[src/rtl/prog_clock_divider.sv]
// Runtime-programmable clock-enable divider with double-buffered period/high-time
// configuration; q, rise and fall are clk-domain enables, not generated clocks.
module prog_clock_divider #(
    parameter int WIDTH        = 16,
    parameter int DEFAULT_DIV  = 2,
    parameter int DEFAULT_HIGH = 1
) (
    input  logic             clk,
    input  logic             rst_n,
    input  logic             en,
    input  logic             cfg_valid,
    output logic             cfg_ready,
    input  logic [WIDTH-1:0] cfg_div,
    input  logic [WIDTH-1:0] cfg_high,
    output logic             cfg_err,
    output logic             q,
    output logic             rise,
    output logic             fall
);

    localparam logic [WIDTH-1:0] ZERO  = {WIDTH{1'b0}};
    localparam logic [WIDTH-1:0] ONE   = {{(WIDTH-1){1'b0}}, 1'b1};
    localparam logic [WIDTH-1:0] TWO   = {{(WIDTH-2){1'b0}}, 2'b10};
    localparam logic [WIDTH-1:0] DEF_D = DEFAULT_DIV[WIDTH-1:0];
    localparam logic [WIDTH-1:0] DEF_H = DEFAULT_HIGH[WIDTH-1:0];

    function automatic logic cfg_legal(input logic [WIDTH-1:0] d, input logic [WIDTH-1:0] h);
        return (d >= TWO) && (h >= ONE) && (h < d);
    endfunction

    logic [WIDTH-1:0] div_a_r, high_a_r, div_s_r, high_s_r, cnt_r;
    logic             pending_r, running_r, q_r, rise_r, fall_r, cfg_err_r;

    logic [WIDTH-1:0] div_a_s, high_a_s, div_s_s, high_s_s, cnt_s;
    logic             pending_s, running_s, q_s, accept_s, legal_s, wrap_s, boundary_s;

    assign cfg_ready = ~pending_r;
    assign cfg_err   = cfg_err_r;
    assign q         = q_r;
    assign rise      = rise_r;
    assign fall      = fall_r;

    // Next-state: shadow apply at boundaries, config accept, and period counter.
    always_comb begin
        div_a_s    = div_a_r;
        high_a_s   = high_a_r;
        div_s_s    = div_s_r;
        high_s_s   = high_s_r;
        pending_s  = pending_r;
        cnt_s      = cnt_r;
        running_s  = running_r;
        q_s        = q_r;
        accept_s   = cfg_valid & ~pending_r;
        legal_s    = cfg_legal(cfg_div, cfg_high);
        wrap_s     = (cnt_r == (div_a_r - ONE));
        boundary_s = ~en | ~running_r | wrap_s;

        // Accept is blocked while pending, so apply and accept never overlap.
        if (pending_r && boundary_s) begin
            div_a_s   = div_s_r;
            high_a_s  = high_s_r;
            pending_s = 1'b0;
        end else if (accept_s && legal_s) begin
            div_s_s   = cfg_div;
            high_s_s  = cfg_high;
            pending_s = 1'b1;
        end else begin
            pending_s = pending_r;
        end

        if (!en) begin
            cnt_s     = ZERO;
            running_s = 1'b0;
            q_s       = 1'b0;
        end else if (!running_r || wrap_s) begin
            cnt_s     = ZERO;
            running_s = 1'b1;
            q_s       = 1'b1;
        end else begin
            cnt_s     = cnt_r + ONE;
            running_s = 1'b1;
            q_s       = ((cnt_r + ONE) < high_a_r);
        end
    end

    // State and output registers with synchronous active-low reset.
    always_ff @(posedge clk) begin
        if (!rst_n) begin
            div_a_r   <= DEF_D;
            high_a_r  <= DEF_H;
            div_s_r   <= DEF_D;
            high_s_r  <= DEF_H;
            pending_r <= 1'b0;
            cnt_r     <= ZERO;
            running_r <= 1'b0;
            q_r       <= 1'b0;
            rise_r    <= 1'b0;
            fall_r    <= 1'b0;
            cfg_err_r <= 1'b0;
        end else begin
            div_a_r   <= div_a_s;
            high_a_r  <= high_a_s;
            div_s_r   <= div_s_s;
            high_s_r  <= high_s_s;
            pending_r <= pending_s;
            cnt_r     <= cnt_s;
            running_r <= running_s;
            q_r       <= q_s;
            rise_r    <= q_s & ~q_r;
            fall_r    <= ~q_s & q_r;
            cfg_err_r <= accept_s & ~legal_s;
        end
    end

endmodule
[config.mk]
export PLATFORM = sky130hd
export DESIGN_NAME = prog_clock_divider
export DESIGN_NICKNAME = d
export VERILOG_FILES = /design/src/rtl/prog_clock_divider.sv
export SDC_FILE = /design/constraint.sdc
export NUM_CORES = 1
export LEC_CHECK = 0
export CAP_MARGIN = 20
export CELL_PAD_IN_SITES_DETAIL_PLACEMENT = 0
export CELL_PAD_IN_SITES_GLOBAL_PLACEMENT = 1
export CORE_ASPECT_RATIO = 0.8
export CORE_UTILIZATION = 44
export DETAILED_ROUTE_END_ITERATION = 10
export PLACE_DENSITY = 0.85
export SYNTH_ARGS = -nofsm -noshare
export SYNTH_HDL_FRONTEND = slang
export SYNTH_SLANG_ARGS = --single-unit
[constraint.sdc]
create_clock -name clk -period 3.85 [get_ports clk]
set_clock_uncertainty 0.1 [all_clocks]
set_input_delay 0.5775 -clock clk [delete_from_list [all_inputs] [get_ports clk]]
set_output_delay 0.5775 -clock clk [all_outputs]
set_load 0.005 [all_outputs]
# ---- After elaboration in Yosys (flattened, before gate mapping)
# Index checks and enable logic that the tools add are counted.
dict set report totals {
  n_memories 0
  inputBits 36
  latch_bits 0
  rom_bits 0
  ramBits 0
  regBits 86
  output_inout_bits 5
}
dict set report classes {
  n_addsub 2
  n_lt_le_gt_ge 4
  n_reduce_logical 9
  n_eq_ne 1
  bitwise 14
  div_mod_pow 0
  n_shift 0
  mul 0
  n_mux 3
}
# operator n
set op_table {}
lappend op_table {{< comparator 16 bit} 2}
lappend op_table {{adder 16 x 1 -> 16 bit (second input constant)} 1}
lappend op_table {{equality test 16 bit} 1}
lappend op_table {{greater-or-equal comparator 16 x 1 -> 1 bit (second input constant)} 1}
lappend op_table {{greater-or-equal comparator 16 x 2 -> 1 bit (second input constant)} 1}
lappend op_table {{subtractor 16 x 1 -> 16 bit (second input constant)} 1}
lappend op_table {{NOT 1 bit} 8}
lappend op_table {{bitwise AND 1 bit} 4}
lappend op_table {{logical AND 1 bit} 4}
lappend op_table {{two-way mux 1 bit} 3}
lappend op_table {{OR reduction 3 bit} 1}
lappend op_table {{bitwise OR 1 bit} 2}
lappend op_table {{AND reduction 2 bit} 1}
lappend op_table {{OR reduction 2 bit} 1}
lappend op_table {{logical NOT 1 bit} 1}
lappend op_table {{logical OR 1 bit} 1}

# ---- Longest topological paths before layout
dict set report depth {
  ltp_word 7
  depth_mapped 14
}

# ---- Worst setup path after synthesis
# OpenSTA, ideal clock, no wires.
dict set report synth_timing {
  path_kind {reg2reg}
  startpoint {register cnt_r[4]}
  endpoint {register fall_r (netlist: fall)}
  arrival_ns 2.758
  period_less_slack_ns 2.917
  setup_slack_ns 0.933
  path_stages_with_launch 14
  required_ns 3.692
  setup_time_ns 0.058
  path_cell_list {dfxtp_1 clkbuf_1 and4_1 and3_1 nand3_1 nor2_1 nand3_1 xnor2_1 ha_1 nand4_1 or4_1 a21oi_1 o311a_2 o211a_1}
}
dict set report synth_via {
  elab_chain_len 6
}
# element line
set synth_rtl {}
lappend synth_rtl {{start, declared} 31} ;# logic [WIDTH-1:0] div_a_r, high_a_r, div_s_r, high_s_r, cnt_r;
lappend synth_rtl {{start signal, assigned} 106} ;# cnt_r <= cnt_s;
lappend synth_rtl {{adder 16 x 1 -> 16 bit or equality test 16 bit (tied branches)} {82, 55}}
lappend synth_rtl {{< comparator 16 bit or logical OR 1 bit (tied branches)} {82, 75}}
lappend synth_rtl {{two-way mux 1 bit *} 75} ;# end else if (!running_r || wrap_s) begin
lappend synth_rtl {{two-way mux 1 bit *} 71} ;# if (!en) begin
lappend synth_rtl {{NOT 1 bit *} 110} ;# fall_r <= ~q_s & q_r;
lappend synth_rtl {{bitwise AND 1 bit *} 110}
lappend synth_rtl {{end signal, assigned} 110}
lappend synth_rtl {{end, declared} 32} ;# logic pending_r, running_r, q_r, rise_r, fall_r, cfg_err_r;
# Mark *: on every way between the ends. The rest lies on a longest branch, timed or not.
# A chain may end at the register's enable or synchronous reset.

# ---- Worst setup path in the final report
# Same ends and word-level chain as after synthesis.

==> summary.txt <==
Yosys
  • Share of the synthesized area in the top cell type: 38.20%
  • Cell taking the most area after synthesis: dfxtp_1
  • Seq cells post-synth: 86
  • Ys async rst share: 0%
  • Syn Area/Cell: 8.717 um^2
  • Seq/Total Area, Yosys: 38.20%
  • Post-synth EDFFs: 0
  • Yosys cell types: 54
  • Post-synthesis cell count: 517
  • Synthesis Warnings: 0
  • Synthesized Nets: 585
  • Top_reg_cell synth: dfxtp_1
  • Synth area leaders: dfxtp_1 38%, ha_1 8.9%, nand3_1 5.4%
  • Cell Area, Synth: 4507 um^2

CTS
  • Reg clk slew, reported paths: 0.07 ns
  • Latest clock arrival within the worst-skew pair: 0.34 ns
  • Cts repair resizes: 0
  • Clock sink total: 86
  • Num CTS Buffers: 9
  • Postcts setup bufs: 0
  • H-tree depth: 3
  • Root Driver: clkbuf_16
  • CTS tree: done
  • CTS Buffer Depth: 2
  • Cts hold-fix bufs: 0

Global route
  • Busiest grt layer: met2
  • Met3 global-route usage: 5.039%
  • Number of global-route vias before repair: 3672
  • Met2 global-route usage: 34.19%
  • Initial antenna violation count: 0
  • First-pass GRT wire length: 18700 um
  • Remaining global-route overflow: 0
  • Largest net degree at the start of global routing: 35
  • Gr usage total: 22.63%
  • Grt met1 use: 31.89%

Worst setup path
  • CP max FO: 7
  • Worst Setup EP: fall
  • Reg2reg start: cnt_r[4]
  • Reg-to-reg setup timing slack: 0.65 ns
  • Startpoint types: flip-flop
  • CP Data Required Time: 4.04 ns
  • CP Class: flip-flop to flip-flop
  • Setup crit start: cnt_r[4]
  • Reg-to-reg endpoint: fall
  • CP Capture Type: flip-flop
  • Worst path arrival time: 3.38 ns
  • R2R cell count: 12

Placed design
  • IO Port Bufs: 40
  • DP Wirelength: 8493 um
  • Routability-driven placement congestion ratio: 0.9390

Pwr
  • Leakage power total: 2.112 nW
  • Internal power: 1.554 mW
  • Combinational Power Share: 12.1%
  • NetSw: 531.5 uW
  • Pwr dens: 393.7 nW/um^2
  • VDD IR max: 0.2898 mV
  • Switching share of power: 25.48%
  • Seq pwr share: 45.2%
  • Overall Power: 2.086 mW
  • Clock power share: 42.7%

Floorplan
  • Core Rows: 32
  • Die Y: 92.52 um
  • Core Region: 9809 um^2
  • Die W: 115.2 um
  • Ports: 41
  • Starting Density: 45.94%
  • Die area: 10650 um^2

Run
  • Max-cap check violation count: 0

Status
  • Status: complete, no violations

Final layout
  • N_diodes: 0
  • Final Net Count: 612
  • Register area: 1722 um^2
  • Multi-input gate area: 2485 um^2
  • Ratio of cells with drive above 1 in the final layout: 6.740%
  • Filler instances: 926
  • Area delta synth->final: 17.55%
  • Post-layout util: 54.01%

Timing
  • Fmax achieved: 312.6 MHz
  • Final period utilization: 83.08%
  • Slew @ Worst Pin: 0.9852 ns
  • Setup TNS: 0 ns
  • Final hold vios: 0
  • Hold WS: 0.3565 ns
  • Final setup vio count: 0
  • Worst rel slew slack: 34.25%
  • Slew Limit Fails: 0
  • Minimum period implied by the final worst setup slack: 3.199 ns
  • RSZ-0062 raised after global routing: no

Detailed routing
  • Via count: 3882
  • # DRC: 0
  • Vias per cell: 5.667
  • Routed Antenna Nets: 0
  • Iter 0 DRT Violations: 221
  • Wire per inst: 16.23 um
  • Router iterations before antenna repair: 5
  • Final WL: 11120 um

Min path
  • HP Class: flip-flop to flip-flop
[cells in the final DEF (no fill, tap or decap), drive strengths merged, types with 2 or more instances in the layout]
cell type / count
a211oi: 3
a21o: 6
a21oi: 36
and4: 2
xor2: 8
and3: 6
dfxtp: 86
and2b: 6
o311ai: 2
clkbuf: 10
ha: 32
o21ai: 40
o211a: 2
a21boi: 2
nor2: 21
a22oi: 4
clkinvlp: 2
nand2b: 2
or4: 2
nand2: 12
nand4: 9
clkdlybuf4s50: 40
nor3: 9
xnor2: 25
inv: 43
o211ai: 3
a22o: 30
nor2b: 16
o2111ai: 4
nor4: 11
nand3: 49
buf: 8
[through the flow]
step / instances / instance area (um^2) / setup slack [ns]
after detailed placement: 669 / 4991 / 0.6168
after CTS: 685 / 5298 / 0.6713
after global routing: 685 / 5298 / 0.3960
after global placement: 669 / 4991 / 0.6665
final: 685 / 5298 / 0.6514
after floorplan: 517 / 4507 / 0.9331
[logic make-up after synthesis]
| logic type | synth area share, % |
|---|---|
| adders and majority gates | 8.884 |
| xor gates and xnor gates | 6.413 |
| muxes | 0.4720 |
| AOI/OAI and AO/OA | 21.46 |
| buffers and inverters | 6.802 |
| and+or+nand+nor | 17.77 |
| DFF | 38.20 |
[critical path, stage by stage, from the launching register on]
cell and delay (ns):
dfxtp_1 0.45, and4_1 0.27, and3_1 0.24, nand3_1 0.11
nor2_1 0.29, nand3_1 0.14, xnor2_1 0.16, ha_1 0.31
nand4_1 0.10, or4_1 0.51, a21oi_1 0.14, o311a_2 0.20
o211a_1 0.13
[state kept, by name, summed over array words and instances, names as in the netlist]
register and flops:
cfg_err 1, cnt_r 16, div_a_r 16, div_s_r 16
fall 1, high_a_r 16, high_s_r 16, pending_r 1
q 1, rise 1, running_r 1
[Yosys cell counts, types with 9 or more instances]
library cell,number
a21oi_1,36
a22o_1,28
clkbuf_1,18
dfxtp_1,86
ha_1,32
inv_1,41
nand2_1,12
nand3_1,49
nand4_1,9
nor2_1,21
nor2b_1,16
nor3_1,9
nor4_1,9
o21ai_0,39
xnor2_1,25
[area by class of cell]
class                   count  area share (%)
multi-input cells         358           46.91
clock inverters             6           1.275
clock buffers              10           4.511
well taps                 136           3.212
repair buffers             48           8.692
flip-flops and latches     86           32.50
inverters                  41           2.905
[power groups by stage]
stage | Combinational (mW) | Sequential (mW) | Clock (mW)
after floorplan | 0.161 | 0.956 | 0
after global placement | 0.247 | 0.963 | 0
after detailed placement | 0.250 | 0.964 | 0
after CTS | 0.251 | 0.944 | 0.910
after global routing | 0.282 | 0.947 | 0.949
final | 0.252 | 0.943 | 0.890
[routing by layer]
layer	wire, um	part of all wire [%]	up-vias
met4	174	1.6	0
met5	0	0	-
li1	-	-	1919
met3	563	5.1	12
met1	5534	50	1850
met2	4846	44	101
[how the worst min path moves through the flow]
| stage | slack [ns] | to | cells past startpoint | from |
|---|---|---|---|---|
| 2_1_floorplan | 0.33 | div_a_r[1] | 2 | div_s_r[1] |
| 3_3_place_gp | 0.34 | rise | 1 | q |
| 3_5_place_dp | 0.35 | rise | 1 | q |
| 4_1_cts | 0.36 | rise | 1 | q |
| 5_1_grt | 0.37 | div_a_r[11] | 1 | div_s_r[11] |
| 6_report | 0.36 | div_a_r[10] | 1 | div_s_r[10] |
Power figures use the tool's default switching activity.
